$ cat src/rtl/fetch_entry_arbiter_pkg.sv
// Shared types for the fetch entry arbiter.
//   fetch_entry_t : one decoded-fetch beat handed to the ID stage
//   arb_state_e   : arbiter FSM states (idle, burst locked to port 0 / port 1)
//   lock_state()  : maps a source index to its lock state
package fetch_entry_arbiter_pkg;

  localparam int unsigned NumSrc = 2;

  typedef struct packed {
    logic [31:0] address;
    logic [31:0] instruction;
  } fetch_entry_t;

  typedef enum logic [1:0] {
    StIdle,
    StLock0,
    StLock1
  } arb_state_e;

  function automatic arb_state_e lock_state(input logic src);
    return src ? StLock1 : StLock0;
  endfunction

endpackage

$ cat src/rtl/fetch_entry_arbiter_if.sv
// Handshake bundle between the two instruction sources, the arbiter and the ID stage.
//   src_entry_i / src_valid_i / src_last_i : per-source beat, valid and end-of-burst
//   src_ready_o                            : per-source acceptance
//   fetch_entry_o / fetch_valid_o          : muxed beat towards the ID stage
//   fetch_ready_i                          : ID stage acceptance
// Modports: slave = the arbiter, master = the surrounding sources and ID stage.
interface fetch_entry_arbiter_if;
  import fetch_entry_arbiter_pkg::*;

  fetch_entry_t [NumSrc-1:0] src_entry_i;
  logic [NumSrc-1:0]         src_valid_i;
  logic [NumSrc-1:0]         src_last_i;
  logic [NumSrc-1:0]         src_ready_o;
  fetch_entry_t              fetch_entry_o;
  logic                      fetch_valid_o;
  logic                      fetch_ready_i;

  modport slave (
    input  src_entry_i,
    input  src_valid_i,
    input  src_last_i,
    input  fetch_ready_i,
    output src_ready_o,
    output fetch_entry_o,
    output fetch_valid_o
  );

  modport master (
    output src_entry_i,
    output src_valid_i,
    output src_last_i,
    output fetch_ready_i,
    input  src_ready_o,
    input  fetch_entry_o,
    input  fetch_valid_o
  );

endinterface

$ cat src/rtl/fetch_entry_arbiter_age_cnt.sv
// fetch_arb_age_cnt: saturating age counter for port 0 starvation protection.
// Only present when FETCH_ARB_AGE_GUARD_EN is defined.
//   clk_i, rst_i : clock, asynchronous active-high reset
//   clr_i        : clear (port-0 beat fired or flush); wins over inc_i
//   inc_i        : port 0 waited this cycle
//   sat_o        : counter has reached MaxWait
`ifdef FETCH_ARB_AGE_GUARD_EN
module fetch_arb_age_cnt #(
  parameter int unsigned MaxWait = 8,
  parameter int unsigned CntW    = $clog2(MaxWait + 1)
) (
  input  logic clk_i,
  input  logic rst_i,
  input  logic clr_i,
  input  logic inc_i,
  output logic sat_o
);

  localparam logic [CntW-1:0] AgeMax = CntW'(MaxWait);

  logic [CntW-1:0] age_q, age_d;

  always_comb begin
    age_d = age_q;
    if (clr_i) begin
      age_d = '0;
    end else if (inc_i && (age_q != AgeMax)) begin
      age_d = age_q + CntW'(1);
    end
  end

  always_ff @(posedge clk_i or posedge rst_i) begin
    if (rst_i) begin
      age_q <= '0;
    end else begin
      age_q <= age_d;
    end
  end

  assign sat_o = (age_q == AgeMax);

endmodule
`endif

$ cat src/rtl/fetch_entry_arbiter.sv
// fetch_entry_arbiter: shares the single ID-stage decode slot between the frontend fetch
// queue (port 0) and the instruction injector (port 1). Port 1 has priority in idle; a
// beat with last=0 locks the arbiter onto its source until that source's last beat.
// Data path is combinational; only the arbitration state is registered.
//   clk_i, rst_i  : clock, asynchronous active-high reset
//   flush_i       : pipeline flush, abandons any burst in flight
//   bus           : fetch_entry_arbiter_if.slave handshake bundle
//   grant_src_o   : source of the current beat
//   locked_o      : burst lock held
// Optional feature: define FETCH_ARB_AGE_GUARD_EN to let port 0 win after MaxWait
// denied cycles while idle (a held lock is never broken by aging).
module fetch_entry_arbiter
  import fetch_entry_arbiter_pkg::*;
#(
  parameter int unsigned MaxWait = 8,
  parameter int unsigned CntW    = $clog2(MaxWait + 1)
) (
  input  logic                  clk_i,
  input  logic                  rst_i,
  input  logic                  flush_i,
  fetch_entry_arbiter_if.slave  bus,
  output logic                  grant_src_o,
  output logic                  locked_o
);

  arb_state_e state_q;
  logic       locked_q;
  logic       grant;
  logic       kill;
  logic       fetch_valid;
  logic       fire;
  logic       age_sat;

  // Reset and flush both silence the handshake in the same cycle they are seen.
  assign kill = rst_i | flush_i;

`ifdef FETCH_ARB_AGE_GUARD_EN
  logic port0_fire;

  assign port0_fire = fire & ~grant;

  fetch_arb_age_cnt #(
    .MaxWait (MaxWait)
  ) u_age_cnt (
    .clk_i (clk_i),
    .rst_i (rst_i),
    .clr_i (flush_i | port0_fire),
    .inc_i (bus.src_valid_i[0] & ~port0_fire),
    .sat_o (age_sat)
  );
`else
  logic unused_cfg;

  assign age_sat    = 1'b0;
  assign unused_cfg = ^CntW'(MaxWait);
`endif

  always_comb begin
    grant = 1'b0;
    unique case (state_q)
      StLock0: grant = 1'b0;
      StLock1: grant = 1'b1;
      default: begin
        if (age_sat && bus.src_valid_i[0]) begin
          grant = 1'b0;
        end else if (bus.src_valid_i[1]) begin
          grant = 1'b1;
        end else begin
          grant = 1'b0;
        end
      end
    endcase
    if (rst_i) begin
      grant = 1'b0;
    end
  end

  assign fetch_valid = bus.src_valid_i[grant] & ~kill;
  assign fire        = fetch_valid & bus.fetch_ready_i;

  always_comb begin
    bus.src_ready_o = '0;
    if (!kill) begin
      bus.src_ready_o[grant] = bus.fetch_ready_i;
    end
  end

  assign bus.fetch_entry_o = bus.src_entry_i[grant];
  assign bus.fetch_valid_o = fetch_valid;
  assign grant_src_o       = grant;
  assign locked_o          = locked_q;

  // Release returns to idle only; the next winner is picked from idle a cycle later.
  always_ff @(posedge clk_i or posedge rst_i) begin
    if (rst_i) begin
      state_q  <= StIdle;
      locked_q <= 1'b0;
    end else if (flush_i) begin
      state_q  <= StIdle;
      locked_q <= 1'b0;
    end else begin
      unique case (state_q)
        StIdle: begin
          if (fire && !bus.src_last_i[grant]) begin
            state_q  <= lock_state(grant);
            locked_q <= 1'b1;
          end
        end
        StLock0, StLock1: begin
          if (fire && bus.src_last_i[grant]) begin
            state_q  <= StIdle;
            locked_q <= 1'b0;
          end
        end
        default: begin
          state_q  <= StIdle;
          locked_q <= 1'b0;
        end
      endcase
    end
  end

endmodule

$ cat src/flat_wrapper.sv
// flat-port wrapper written by rule: the top's interface ports become plain ports
module fetch_entry_arbiter_flat import fetch_entry_arbiter_pkg::*;
#(
  parameter int unsigned MaxWait = 8,
  parameter int unsigned CntW    = $clog2(MaxWait + 1)
)
  (clk_i, rst_i, flush_i, grant_src_o, locked_o, bus_src_entry_i, bus_src_valid_i, bus_src_last_i, bus_fetch_ready_i, bus_src_ready_o, bus_fetch_entry_o, bus_fetch_valid_o);
  fetch_entry_arbiter_if bus_i ();
  input  logic clk_i;
  input  logic rst_i;
  input  logic flush_i;
  output logic grant_src_o;
  output logic locked_o;
  input wire logic [$bits(bus_i.src_entry_i)-1:0] bus_src_entry_i;
  input wire logic [$bits(bus_i.src_valid_i)-1:0] bus_src_valid_i;
  input wire logic [$bits(bus_i.src_last_i)-1:0] bus_src_last_i;
  input wire logic [$bits(bus_i.fetch_ready_i)-1:0] bus_fetch_ready_i;
  output wire logic [$bits(bus_i.src_ready_o)-1:0] bus_src_ready_o;
  output wire logic [$bits(bus_i.fetch_entry_o)-1:0] bus_fetch_entry_o;
  output wire logic [$bits(bus_i.fetch_valid_o)-1:0] bus_fetch_valid_o;
  assign bus_i.src_entry_i = bus_src_entry_i;
  assign bus_i.src_valid_i = bus_src_valid_i;
  assign bus_i.src_last_i = bus_src_last_i;
  assign bus_i.fetch_ready_i = bus_fetch_ready_i;
  assign bus_src_ready_o = bus_i.src_ready_o;
  assign bus_fetch_entry_o = bus_i.fetch_entry_o;
  assign bus_fetch_valid_o = bus_i.fetch_valid_o;
  fetch_entry_arbiter #(.MaxWait(MaxWait), .CntW(CntW)) u_core (.clk_i(clk_i), .rst_i(rst_i), .flush_i(flush_i), .bus(bus_i), .grant_src_o(grant_src_o), .locked_o(locked_o));
endmodule
$ cat config.mk
export PLATFORM = sky130hd
export DESIGN_NAME = fetch_entry_arbiter_flat
export DESIGN_NICKNAME = d
export VERILOG_FILES = /design/src/rtl/fetch_entry_arbiter_pkg.sv /design/src/rtl/fetch_entry_arbiter_if.sv /design/src/rtl/fetch_entry_arbiter_age_cnt.sv /design/src/rtl/fetch_entry_arbiter.sv /design/src/flat_wrapper.sv
export SDC_FILE = /design/constraint.sdc
export NUM_CORES = 1
export LEC_CHECK = 0
export BUFFER_PORTS_ARGS = -buffer_cell sky130_fd_sc_hd__buf_2
export CAP_MARGIN = 0
export CORE_AREA = 5 5 77 79
export CTS_BUF_LIST = sky130_fd_sc_hd__clkbuf_16
export DETAILED_ROUTE_END_ITERATION = 8
export DIE_AREA = 0 0 82 84
export GPL_TIMING_DRIVEN = 0
export PLACE_DENSITY = 0.79
export SLEW_MARGIN = 20
export SYNTH_ARGS = -nofsm -noshare
export SYNTH_HDL_FRONTEND = slang
export SYNTH_HIERARCHICAL = 1
export SYNTH_SLANG_ARGS = --single-unit
$ cat constraint.sdc
create_clock -name clk_i -period 3.76 [get_ports clk_i]
set_input_delay 0.752 -clock clk_i [delete_from_list [all_inputs] [get_ports clk_i]]
set_output_delay 0.752 -clock clk_i [all_outputs]
set_load 0.05 [all_outputs]
== Word-level counts from Yosys, hierarchy flattened ==
Index checks and enable logic that the tools add are counted.
Storage, ports and cells
  register bits after elaboration: 3
  bits of input ports: 136
  output and inout port bits: 69
  word-level logic and storage cells: 41
Operators by class
  reduce and logical (&&, ||, !) cells: 7
  mux-type cells: 21
  equality and inequality tests: 4
  $lt $le $gt $ge: 2
  bitwise operators: 5
Operators by type and width (count)
  $mux 64: 2
  $mux 1: 10
  $mux 2: 5
  $ne 3x2->1 const B: 2
  $pmux 1 s2: 2
  $pmux 2 s2: 1
  $logic_and 1x1->1: 3
  $and 1x1->1: 2
  $and 2x2->2: 1
  $eq 2x1->1 const B: 1
  $eq 2x2->1 const B: 1
  $logic_not 2->1: 1
  $lt 1x2->1 const B: 1
  $reduce_and 2->1: 1
  $reduce_or 2->1: 1
  $demux 1 s1: 1
  $ge 1x1->1 const B: 1
  $logic_not 1->1: 1
  $not 1->1: 1
  $or 1x1->1: 1

== Depth between registers and ports, before layout ==
  word-level depth: 11
  gate-level depth with buffers: 10
  depth with buffers taken out: 7

== Least setup slack after synthesis ==
No wires, ideal clock.
  path type: input port to output port
  start: input bus_src_valid_i[1]
  end: output bus_fetch_valid_o
  data required time: 3.008 ns
  arrival time: 3.287 ns
  stages: 2
  slack: -0.279 ns
  path buffers: 0
  cells stage by stage: mux2i_1 -> a2111oi_0
Between the ends
  cells in the longest elaborated chain, start to end: 6
RTL lines
  from (decl): line flat_wrapper.sv:15  | input wire logic [$bits(bus_i.src_valid_i)-1:0] bus_src_valid_i;
  $mux 1: line fetch_entry_arbiter.sv:66  | end else if (bus.src_valid_i[1]) begin
  $pmux 1 s2: line fetch_entry_arbiter.sv:60  | unique case (state_q)
  $mux 1: line fetch_entry_arbiter.sv:73  | if (rst_i) begin
  $mux 1 (not written as such) (*) (2 in series): line fetch_entry_arbiter.sv:78  | assign fetch_valid = bus.src_valid_i[grant] & ~kill;
  $and 1x1->1 (*): line fetch_entry_arbiter.sv:78
  to (decl): line flat_wrapper.sv:20  | output wire logic [$bits(bus_i.fetch_valid_o)-1:0] bus_fetch_valid_o;
Mark *: on every way between the ends. The rest lies on a longest branch, timed or not. The select of a mux whose other input is x is not followed.

== Final worst setup path ==
  start: register u_core.state_q[1]
  end: output bus_fetch_entry_o[32]
Between the ends
  cells in the longest elaborated chain, start to end: 5
  elaborated cells on any way between the ends: 6
  classes of those cells: eq/ne (2); mux (4)
RTL lines
  from (decl): line fetch_entry_arbiter.sv:26  | arb_state_e state_q;
  from (signal assigned): line fetch_entry_arbiter.sv:96  | state_q <= StIdle;
  from (signal assigned): line fetch_entry_arbiter.sv:99  | state_q <= StIdle;
  from (signal assigned): line fetch_entry_arbiter.sv:105  | state_q <= lock_state(grant);
  $eq 2x2->1 / $eq 2x1->1 (equally long branches): line fetch_entry_arbiter.sv:60
  $pmux 1 s2 (*): line fetch_entry_arbiter.sv:60
  $mux 1 (*): line fetch_entry_arbiter.sv:73
  $mux 64 (not written as such) (*) (2 in series): line fetch_entry_arbiter.sv:88  | assign bus.fetch_entry_o = bus.src_entry_i[grant];
  to (decl): line flat_wrapper.sv:19  | output wire logic [$bits(bus_i.fetch_entry_o)-1:0] bus_fetch_entry_o;
Marks and branches as above.

==> impl_metrics.env <==
export IMPL_critPathArrivalTime_ns=2.77
export IMPL_gp_congestion=0.843
export IMPL_routedWlPerCell_microns=11.3
export IMPL_avgSynthCellArea_sq_um=4.46
export IMPL_grt_pass1_vias=2052
export IMPL_crit_slowest_cell="dfrtp_1"
export IMPL_ys_flop_type="dfrtp_1"
export IMPL_drt_iter0_markers=56
export IMPL_async_reset_ff_share_pct=100
export IMPL_critPathRequiredTime_ns=3.01
export IMPL_path_max_fanout=10
export IMPL_via_per_inst=4.26
export IMPL_ff_latch_area_sq_um=75.1
export IMPL_tightestPinTransition_ns=0.512
export IMPL_grt_total_usage_pct=15.2
export IMPL_ys_seq_area_share_pct=6.93
export IMPL_die_h_microns=84
export IMPL_start_util_pct=20.6
export IMPL_yosysUniqueCellTypes=23
export IMPL_synthesis_nets=381
export IMPL_fill_cells=589
export IMPL_reg2reg_slack_ns=1.56
export IMPL_grtUsageMet1_pct=15.2
export IMPL_crit_family="buffers and inverters"
export IMPL_vias=2226
export IMPL_fin_setup_tns_ns=0
export IMPL_top_usage_layer="met2"
export IMPL_drive_gt1_share_pct=47.9
export IMPL_use_met3_pct=2.59
export IMPL_crit_type="reg -> out"
export IMPL_syn_to_final_growth_pct=110
export IMPL_synth_top_cell_area_share_pct=66.5
export IMPL_place_hpwl_microns=5120
export IMPL_cts_buffers=3
export IMPL_die_x_microns=82
export IMPL_final_hold_viol_count=0
export IMPL_ctsHoldBuffers=0
export IMPL_finalPower_uw=660
export IMPL_slowest_delay_ns=0.37
export IMPL_clk_pin_slew_ns=0.03
export IMPL_clock_fmax_mhz=284
export IMPL_ir_worst_vdd_mv=0.210
export IMPL_routed_wl_microns=5920
export IMPL_grt_pass1_wl_microns=8580
export IMPL_slew_violations=0
export IMPL_final_util_pct=43.3
export IMPL_multi_input_comb_area_sq_um=937
export IMPL_cts_tree="yes"
export IMPL_h_tree_depth=1
export IMPL_p_per_area_nw_per_um2=290
export IMPL_cp_end_kind="output port"
export IMPL_synth_edf_count=0
export IMPL_relSlewSlack_pct=65.8
export IMPL_clock_root_buffer="clkbuf_16"
export IMPL_rsz0062_at_grt="false"
export IMPL_path_buf_inv=6
export IMPL_worstSkewPairLatency_ns=0.22
export IMPL_yosys_top_cells_area="nand2_1, dfrtp_1, clkbuf_1, o311ai_0, ha_1"
export IMPL_synthCells=243
export IMPL_leakagePower_nw=1.58
export IMPL_cts_setup_buffers=0
export IMPL_numPortBuffers=204
export IMPL_syn_area_sq_um=1080
export IMPL_ant_nets=0
export IMPL_fin_ws_ns=0.240
export IMPL_yosys_warnings=6
export IMPL_drc=0
export IMPL_dp_slack_ns=0.218
export IMPL_start_kind="flop"
export IMPL_grt_max_degree=11
export IMPL_clockBufferDepth=2
export IMPL_use_met2_pct=30.6
export IMPL_dieArea_sq_um=6890
export IMPL_fin_crit_ns=3.52
export IMPL_fp_coreArea_sq_um=5270
export IMPL_setup_viol=0
export IMPL_antenna_found_initial=0
export IMPL_cts_sinks=3
export IMPL_final_cells=523
export IMPL_netlist_top_cell_by_area="nand2_1"
export IMPL_status="completed"
export IMPL_n_antenna_cell=0
export IMPL_grt_ovfl_total=0
export IMPL_fin_skew_ns=0.000785
export IMPL_fin_crit_sh_pct=93.6
export IMPL_rows=27
export IMPL_drv_cap=0
export IMPL_fin_nets=590
export IMPL_synth_ff_latch_count=3
export IMPL_crit_chain="inv_1 > ha_1 > mux2i_1 > or2_2 > clkbuf_1 > inv_1 > buf_2 > buf_1 > nand2_1 > nand2_1 > buf_2"
export IMPL_dpl_cell_count=519
export IMPL_pin_count=205
export IMPL_drtPass1Iterations=4
export IMPL_worstHoldPathType="in -> async"
power breakdown:
part | leakage (nW) | switching (mW) | total (mW) | internal, mW
combinational | 1.50 | 0.333 | 0.460 | 0.127
sequential | 0.0416 | 0.000569 | 0.0339 | 0.0334
clock | 0.0423 | 0.0291 | 0.166 | 0.137
flip-flops by register name, summed over array words and instances (netlist names):
register,flops
u_core/state_q,2
u_core/locked_o,1
cells in the mapped netlist (2+ instances only):
cell type,count
inv_1,4
o311ai_0,3
o21ai_0,3
ha_1,2
nand2_1,192
clkbuf_1,10
dfrtp_1,3
buf_1,4
nor3b_1,2
nor2_1,6
mux2i_1,2
path summary, 6_finish.rpt:
| path | startpoint | cells after the start | endpoint |
|---|---|---|---|
| worst min-delay path | rst_i | 2 | u_core/state_q[0] |
| worst min register to register | u_core/state_q[0] | 2 | u_core/state_q[0] |
| worst max-delay path | u_core/state_q[1] | 11 | bus_fetch_entry_o[32] |
| max in group asynchronous | rst_i | 2 | u_core/locked_o |
| min in group clk_i | u_core/state_q[0] | 2 | u_core/state_q[0] |
| worst max register to register | u_core/state_q[1] | 8 | u_core/state_q[0] |
routing by layer:
metal,vias up,share of wire [%],routed length (microns)
met5,-,0,0
met4,0,0.81,48
met3,5,12,684
met2,117,54,3180
met1,944,34,2010
li1,1160,-,-
cells by family after synthesis:
group / synth area share, %
buffers and inverters: 6.70
muxes: 1.85
and+or+nand+nor: 75.4
DFF: 6.93
adders and majority gates: 2.31
AOI/OAI and AO/OA: 6.81
area by class of cell:
cell class / count / share of cell area (%)
timing repair buffer: 204 / 44.8
multi-input combinational: 221 / 41.1
tap: 72 / 3.95
sequential: 3 / 3.29
clock buffer: 3 / 3.29
buffer: 15 / 2.74
inverter: 4 / 0.659
clock inverter: 1 / 0.165
metrics by stage:
stage | hold slack, ns | area (sq um)
after floorplan | 0.506 | 1080
after global placement | 0.576 | 2200
after detailed placement | 0.594 | 2200
after CTS | 0.450 | 2280
after global routing | 0.472 | 2280
final | 0.448 | 2280
cells in the final DEF (no fill, tap or decap):
master     netlist  routed
a2111oi_1        0       1
or4_4            1       1
o211a_1          1       1
dfrtp_1          3       3
inv_1            4       5
or4_1            1       1
o22ai_1          1       1
or3_4            1       1
or3b_4           1       1
o311ai_0         3       3
buf_2            1     205
clkbuf_2         0       4
buf_1            4       2
mux2i_1          2       2
clkbuf_16        0       3
nand2b_1         1       1
ha_1             2       2
or2_2            1       1
clkbuf_1        10       8
o21ai_0          3       3
o21a_1           1       1
nor3b_1          2       2
nand2_1        192     192
nor2_1           6       6
nor3_1           1       1
repair_timing:
action	CTS	global route
resized for setup	1	4
endpoints found under the hold margin	0	0
endpoints found under the setup margin	1	12
(Power assumes the default switching activity.)
